==> src/rtl/ula_regs.sv <==
// ula_regs: operand capture, ALU execute and result/flag registers of the 4-bit CPU.
// Optional shift-add multiplier (opcode 7) is built only when ULA_MUL_EN is defined.
`default_nettype none

module ula_regs #(
    parameter int WIDTH = 4
) (
    input  logic             clock,
    input  logic             reset,
    input  logic [3:0]       tx,
    input  logic [WIDTH-1:0] entrada,
    input  logic             contador,
    output logic [WIDTH-1:0] reg_x,
    output logic [WIDTH-1:0] reg_y,
    output logic [WIDTH-1:0] reg_z,
    output logic             carry,
    output logic             zero,
    output logic             busy,
    output logic             done,
    output logic [1:0]       state
);

    localparam logic [3:0] CLEAR  = 4'd0;
    localparam logic [3:0] LOAD   = 4'd1;
    localparam logic [3:0] HOLD   = 4'd2;
    localparam logic [3:0] ADD    = 4'd3;
    localparam logic [3:0] SUB    = 4'd4;
    localparam logic [3:0] AND_OP = 4'd5;
    localparam logic [3:0] OR_OP  = 4'd6;
    localparam logic [3:0] MUL    = 4'd7;

    typedef enum logic [1:0] {
        S_IDLE  = 2'd0,
        S_EXEC  = 2'd1,
        S_WRITE = 2'd2
    } state_t;

    state_t           state_q, state_d;
    logic [3:0]       tx_q, op_q, op_d;
    logic [WIDTH-1:0] x_q, x_d, y_q, y_d, z_q, z_d;
    logic [WIDTH:0]   res_q, res_d;
    logic             carry_q, carry_d, zero_q, zero_d, done_q, done_d;
    logic             start_op;

`ifdef ULA_MUL_EN
    localparam int CW = (WIDTH > 1) ? $clog2(WIDTH) : 1;
    logic [CW-1:0]        cnt_q, cnt_d;
    logic [2*WIDTH-1:0]   prod_q, prod_d, prod_n;
    assign start_op = (tx == ADD) || (tx == SUB) || (tx == AND_OP) ||
                      (tx == OR_OP) || (tx == MUL);
`else
    assign start_op = (tx == ADD) || (tx == SUB) || (tx == AND_OP) || (tx == OR_OP);
`endif

    always_ff @(posedge clock or posedge reset) begin
        if (reset) begin
            state_q <= S_IDLE;
            tx_q    <= CLEAR;
            op_q    <= HOLD;
            x_q     <= '0;
            y_q     <= '0;
            z_q     <= '0;
            res_q   <= '0;
            carry_q <= 1'b0;
            zero_q  <= 1'b0;
            done_q  <= 1'b0;
`ifdef ULA_MUL_EN
            cnt_q   <= '0;
            prod_q  <= '0;
`endif
        end else begin
            state_q <= state_d;
            tx_q    <= tx;
            op_q    <= op_d;
            x_q     <= x_d;
            y_q     <= y_d;
            z_q     <= z_d;
            res_q   <= res_d;
            carry_q <= carry_d;
            zero_q  <= zero_d;
            done_q  <= done_d;
`ifdef ULA_MUL_EN
            cnt_q   <= cnt_d;
            prod_q  <= prod_d;
`endif
        end
    end

    always_comb begin
        state_d = state_q;
        op_d    = op_q;
        x_d     = x_q;
        y_d     = y_q;
        z_d     = z_q;
        res_d   = res_q;
        carry_d = carry_q;
        zero_d  = zero_q;
        done_d  = 1'b0;
`ifdef ULA_MUL_EN
        cnt_d   = cnt_q;
        prod_d  = prod_q;
        prod_n  = prod_q + (y_q[cnt_q] ? ({{WIDTH{1'b0}}, x_q} << cnt_q) : '0);
`endif
        if (tx == CLEAR) begin
            state_d = S_IDLE;
            x_d     = '0;
            y_d     = '0;
            z_d     = '0;
            carry_d = 1'b0;
            zero_d  = 1'b0;
        end else begin
            case (state_q)
                S_IDLE: begin
                    // MEM's registered operand lags the LOAD opcode by one edge.
                    if (tx_q == LOAD) begin
                        if (contador) x_d = entrada;
                        else          y_d = entrada;
                    end
                    if (start_op && (tx != tx_q)) begin
                        op_d    = tx;
                        state_d = S_EXEC;
`ifdef ULA_MUL_EN
                        cnt_d   = '0;
                        prod_d  = '0;
`endif
                    end
                end
                S_EXEC: begin
                    state_d = S_WRITE;
                    case (op_q)
                        ADD:     res_d = {1'b0, x_q} + {1'b0, y_q};
                        SUB:     res_d = {1'b0, x_q} - {1'b0, y_q};
                        AND_OP:  res_d = {1'b0, x_q & y_q};
                        OR_OP:   res_d = {1'b0, x_q | y_q};
`ifdef ULA_MUL_EN
                        MUL: begin
                            prod_d = prod_n;
                            res_d  = {|prod_n[2*WIDTH-1:WIDTH], prod_n[WIDTH-1:0]};
                            if (cnt_q != CW'(WIDTH - 1)) begin
                                state_d = S_EXEC;
                                cnt_d   = cnt_q + 1'b1;
                            end
                        end
`endif
                        default: res_d = res_q;
                    endcase
                end
                S_WRITE: begin
                    state_d = S_IDLE;
                    z_d     = res_q[WIDTH-1:0];
                    carry_d = res_q[WIDTH];
                    zero_d  = (res_q[WIDTH-1:0] == '0);
                    done_d  = 1'b1;
                end
                default: state_d = S_IDLE;
            endcase
        end
    end

    assign reg_x = x_q;
    assign reg_y = y_q;
    assign reg_z = z_q;
    assign carry = carry_q;
    assign zero  = zero_q;
    assign done  = done_q;
    assign busy  = (state_q != S_IDLE);
    assign state = state_q;

endmodule

`default_nettype wire

==> config.mk <==
export PLATFORM = sky130hd
export DESIGN_NAME = ula_regs
export DESIGN_NICKNAME = d
export VERILOG_FILES = /design/src/rtl/ula_regs.sv
export SDC_FILE = /design/constraint.sdc
export NUM_CORES = 1
export LEC_CHECK = 0
export CAP_MARGIN = 25
export CELL_PAD_IN_SITES_DETAIL_PLACEMENT = 0
export CELL_PAD_IN_SITES_GLOBAL_PLACEMENT = 1
export CORE_UTILIZATION = 35
export DETAILED_ROUTE_END_ITERATION = 8
export PLACE_DENSITY_LB_ADDON = 0.05
export SLEW_MARGIN = 20
export SYNTH_ARGS = -nofsm -noshare
export SYNTH_HDL_FRONTEND = slang
export SYNTH_SLANG_ARGS = --single-unit
==> constraint.sdc <==
create_clock -name clock -period 2.6 [get_ports clock]
set_input_delay 0.26 -clock clock [delete_from_list [all_inputs] [get_ports clock]]
set_output_delay 0.26 -clock clock [all_outputs]
set_load 0.05 [all_outputs]
## After elaboration in Yosys (flattened, before gate mapping)

Index checks and enable logic that the tools add are counted.

| storage, ports and cells | value |
|---|---|
| input bits | 11 |
| flip-flop bits (word level) | 30 |

| operators by class | value |
|---|---|
| equality and inequality tests | 14 |
| mux-type cells | 20 |
| add/sub/neg operators | 2 |
| bitwise operators | 3 |
| reduce and logical (&&, ||, !) cells | 17 |

Operator list:

| cell | count |
|---|---|
| two-way mux 4 bit | 10 |
| equality test 4 x 3 -> 1 bit (second input constant) | 6 |
| case mux 5 bit (4 select lines) | 1 |
| AND reduction 3 bit | 4 |
| nonzero test 2 bit | 5 |
| equality test 4 x 2 -> 1 bit (second input constant) | 2 |
| zero test 4 bit | 2 |
| two-way mux 1 bit | 6 |
| adder 4 x 4 -> 5 bit | 1 |
| subtractor 4 x 4 -> 5 bit | 1 |
| bitwise AND 4 bit | 1 |
| equality test 4 x 1 -> 1 bit (second input constant) | 1 |
| two-way mux 2 bit | 2 |
| inequality test 4 bit | 1 |
| bitwise OR 4 bit | 1 |
| case mux 2 bit (2 select lines) | 1 |
| nonzero test 4 bit | 1 |
| logical OR 1 bit | 3 |
| inequality test 3 bit (second input constant) | 1 |
| equality test 2 x 1 -> 1 bit (second input constant) | 1 |
| equality test 2 bit (second input constant) | 1 |
| zero test 2 bit | 1 |
| inequality test 2 x 1 -> 1 bit (second input constant) | 1 |
| logical AND 1 bit | 1 |
| inverter 1 bit | 1 |

## Logic depth before layout (Yosys ltp)

| logic depth | value |
|---|---|
| word-level depth | 8 |
| mapped depth | 10 |
| depth with buffers taken out | 10 |

## Worst setup path after synthesis

No wires, ideal clock.

| timing path | value |
|---|---|
| path type | register to register |
| start point | reg y_q[0], in the netlist reg_y[0] |
| end point | reg res_q[4] |
| setup time | 120 ps |
| path buffers | 0 |
| period minus slack after synthesis | 2,483 ps |
| setup slack | 117 ps |
| arrival time | 2,364 ps |
| stages on the path, launching flop included | 10 |
| path through | dfrtp_1 > inv_1 > ha_1 > mux2_2 > fa_1 > inv_1 > a21o_1 > a21oi_1 > xor2_1 > a31o_1 |

| on the way | value |
|---|---|
| cells in the longest elaborated chain, start to end | 2 |

Ends and longest elaborated chain:

| what | RTL line | source |
|---|---|---|
| start, declared | 40 | `logic [WIDTH-1:0] x_q, x_d, y_q, y_d, z_q, z_d;` |
| start signal, assigned | 76 | `y_q <= y_d;` |
| subtractor 4 x 4 -> 5 bit / adder 4 x 4 -> 5 bit (equally long branches) | 132, 131 |  |
| case mux 5 bit (4 select lines) * | 130 | `case (op_q)` |
| end signal, assigned | 78 | `res_q <= res_d;` |
| end, declared | 41 | `logic [WIDTH:0] res_q, res_d;` |

Every way passes the cells marked *; elsewhere a longest branch is shown, timed or not.
A chain may end at the register's enable or synchronous reset.

## Worst setup path after layout

| timing path | value |
|---|---|
| start point | reg op_q[3] |
| end point | reg res_q[4] |

| on the way | value |
|---|---|
| cells in the longest elaborated chain, start to end | 3 |

Ends and longest elaborated chain:

| what | RTL line | source |
|---|---|---|
| start, declared | 39 | `logic [3:0] tx_q, op_q, op_d;` |
| start signal, assigned | 74 | `op_q <= op_d;` |
| equality test 4 x 3 -> 1 bit / equality test 4 x 2 -> 1 bit (equally long branches) | 130 |  |
| nonzero test 4 bit (no source line) | -- |  |
| AND reduction 3 bit (no source line) | -- |  |

Parallel ways exist; a longest one is shown, timed or not.

==> results_dict.tcl <==
set metrics [dict create \
    status "finished, final reports clean" \
    place_congestion 0.840 \
    syn_area_mm2 0.00162 \
    die_area_mm2 0.00491 \
    fmax_ghz 0.414 \
    period_needed_ns 2.42 \
    worstRegToRegCells 9 \
    drc_errors 0 \
    avgSynthCellArea_um2 10.4 \
    hold_viol 0 \
    cts_setup_buffers 0 \
    synth.area.top_cells "dfrtp_1 45%, mux2i_1 8.0%, nor2_1 5.8%" \
    cp-start-kind "flop" \
    ys.flop_type "dfrtp_1" \
    cts-buffers-inserted 5 \
    synth-edff-count 0 \
    cts-root-buf "clkbuf_8" \
    worstPathRequired_ns 2.77 \
    yosysTopAreaCell "dfrtp_1" \
    syn_nets 175 \
    cp.arrival_ns 2.58 \
    dieWidth_um 70.0 \
    dr.first_iter.drc_count 28 \
    r2r-end "res_q[4]" \
    p_total_w 0.00197 \
    worstSkewPairLatency_ns 0.28 \
    fin_area_mm2 0.00209 \
    core.rowCount 24 \
    ios 29 \
    cts_tree "yes" \
    nNetsFinal 210 \
    synth_cells 156 \
    grt_pass1_wl_um 5610 \
    n_fill_cell 419 \
    routedWlPerCell_um 13.3 \
    synth_commonest_cells "29 x dfrtp_1, 25 x nor2_1, 13 x mux2i_1" \
    grt_pass1_vias 1176 \
    ys_seq_area_share_pct 46.4 \
    yosysMostFrequentCell "dfrtp_1" \
    overflow 0 \
    area_delta_synth_final_pct 29.0 \
    finalSetupTns_ns 0 \
    hold_buffers 0 \
    grt_antenna_before_repair 0 \
    hpwlAfterDp_um 2490 \
    cts.clk_slew.worst_paths_ns 0.06 \
    ys_ff_latch 30 \
    slew_headroom_pct 51.2 \
    antenna_left 0 \
    tightest_slew_ns 0.732 \
    r2r-start "op_q[3]" \
    start_util_pct 36.7 \
    finClkSkew_ns 0.00592 \
    hp-class "in2async" \
    async_reset_ff_share_pct 100 \
    portBuffers 28 \
    finalMaxSlewViolations 0 \
    cap_violations 0 \
    cts_max_path_buffers 2 \
    endpoint_kind "flop" \
    grt.total_usage_pct 14.9 \
    setup_viol 0 \
    synth_top_area_share_pct 44.8 \
    grt_max_degree 20 \
    rrSetupSlack_ns 0.18 \
    placed_area_mm2 0.00198 \
    routed_via_density 4.99 \
    die_h_um 70.0 \
    vias 1218 \
    path_class "reg2reg" \
    clock_sinks 30 \
    coreArea_mm2 0.00441 \
    drive_above_1_share_pct 10.4 \
    htree_levels 2 \
    powerDensity_mw_per_mm2 945 \
    period_share_pct 92.9 \
    power.leakage_nw 0.970 \
    cts_resized 0 \
    drt-pass1-iter-count 4 \
    diodes 0 \
    grt_setup_unrepaired "no" \
    worstPathMaxFanout 4 \
    finalWirelength_um 3260 \
    synth_warnings 0 \
    peakVddDrop_mv 0.395 \
    synthDistinctLibCells 39 \
]
[logic make-up (layout without fill, tap and decap cells)]
| family | after synthesis | after routing | share of synthesized area [%] |
|---|---|---|---|
| and+or+nand+nor | 55 | 55 | 19.0 |
| DFF | 30 | 30 | 46.4 |
| AOI/OAI and AO/OA | 25 | 25 | 9.11 |
| muxes | 17 | 17 | 10.8 |
| buffers and inverters | 11 | 47 | 2.63 |
| xor gates and xnor gates | 10 | 10 | 5.41 |
| adders and majority gates | 8 | 8 | 6.64 |
[placed cells by master (no fill, tap or decap), types with 2 or more instances in the layout]
master / netlist / layout
a21o_1: 2 / 2
a21oi_1: 12 / 12
buf_4: 0 / 4
clkbuf_8: 0 / 8
clkdlybuf4s50_1: 0 / 28
dfrtp_1: 29 / 29
ha_1: 7 / 7
inv_1: 7 / 7
mux2_1: 3 / 3
mux2i_1: 13 / 13
nand2_1: 5 / 5
nand2b_1: 4 / 4
nor2_1: 25 / 25
nor2b_1: 6 / 6
nor3_1: 4 / 4
o21ai_0: 3 / 3
xnor2_1: 3 / 3
xor2_1: 7 / 7
[cell type report]
cell class / count / area, µm² / share of cell area (%)
clock buffers: 8 / 110 / 5.27
well taps: 52 / 65.1 / 3.11
inverters: 7 / 26.3 / 1.26
multi-input cells: 115 / 826 / 39.5
repair buffers: 32 / 310 / 14.9
flip-flops and latches: 30 / 752 / 36.0
[state kept, by name, indices dropped and copies added (netlist names), 2 cells and up]
register  count
reg_x         4
res_q         5
reg_y         4
reg_z         4
state         2
op_q          4
tx_q          4
[where the power goes]
part | internal, W | switching (W) | leakage [nW]
logic | 0.000352 | 0.000508 | 0.535
clock network | 0.000267 | 0.000167 | 0.0575
registers | 0.000586 | 0.0000955 | 0.377
[routing by layer]
layer,track usage (%),share of wire (%)
met5,0,0
met4,4.67,0.89
met3,6.06,4.6
met2,24.6,50
met1,17.7,45
[critical path: stages, from the launching register on]
cell,delay (ns)
dfrtp_1,0.42
nand2b_1,0.21
nor3_1,0.23
mux2_2,0.40
fa_1,0.42
inv_1,0.07
a21o_1,0.10
a21oi_1,0.07
xor2_1,0.16
a31o_1,0.22
[how the worst max path moves through the flow]
stage                         from       end  slack (ns)  cells past startpoint
after floorplan           reg_y[0]  res_q[4]        0.12                      9
after global placement     op_q[3]  res_q[4]        0.21                      9
after detailed placement   op_q[3]  res_q[4]        0.19                      9
after CTS                  op_q[3]  res_q[4]        0.17                      9
after global routing       op_q[3]  res_q[4]        0.05                      9
final                      op_q[3]  res_q[4]        0.18                      9
[per-stage QoR]
stage	util, %	hold WS [ns]	setup slack, ns	std cells
floorplan	-	0.291	0.117	156
global placement	44.8	0.495	0.214	236
detailed placement	44.8	0.501	0.187	236
CTS	47.3	0.443	0.173	244
global route	47.3	0.492	0.0463	244
finish	47.3	0.408	0.185	244
Note: power is estimated with default switching activity, not from simulation.
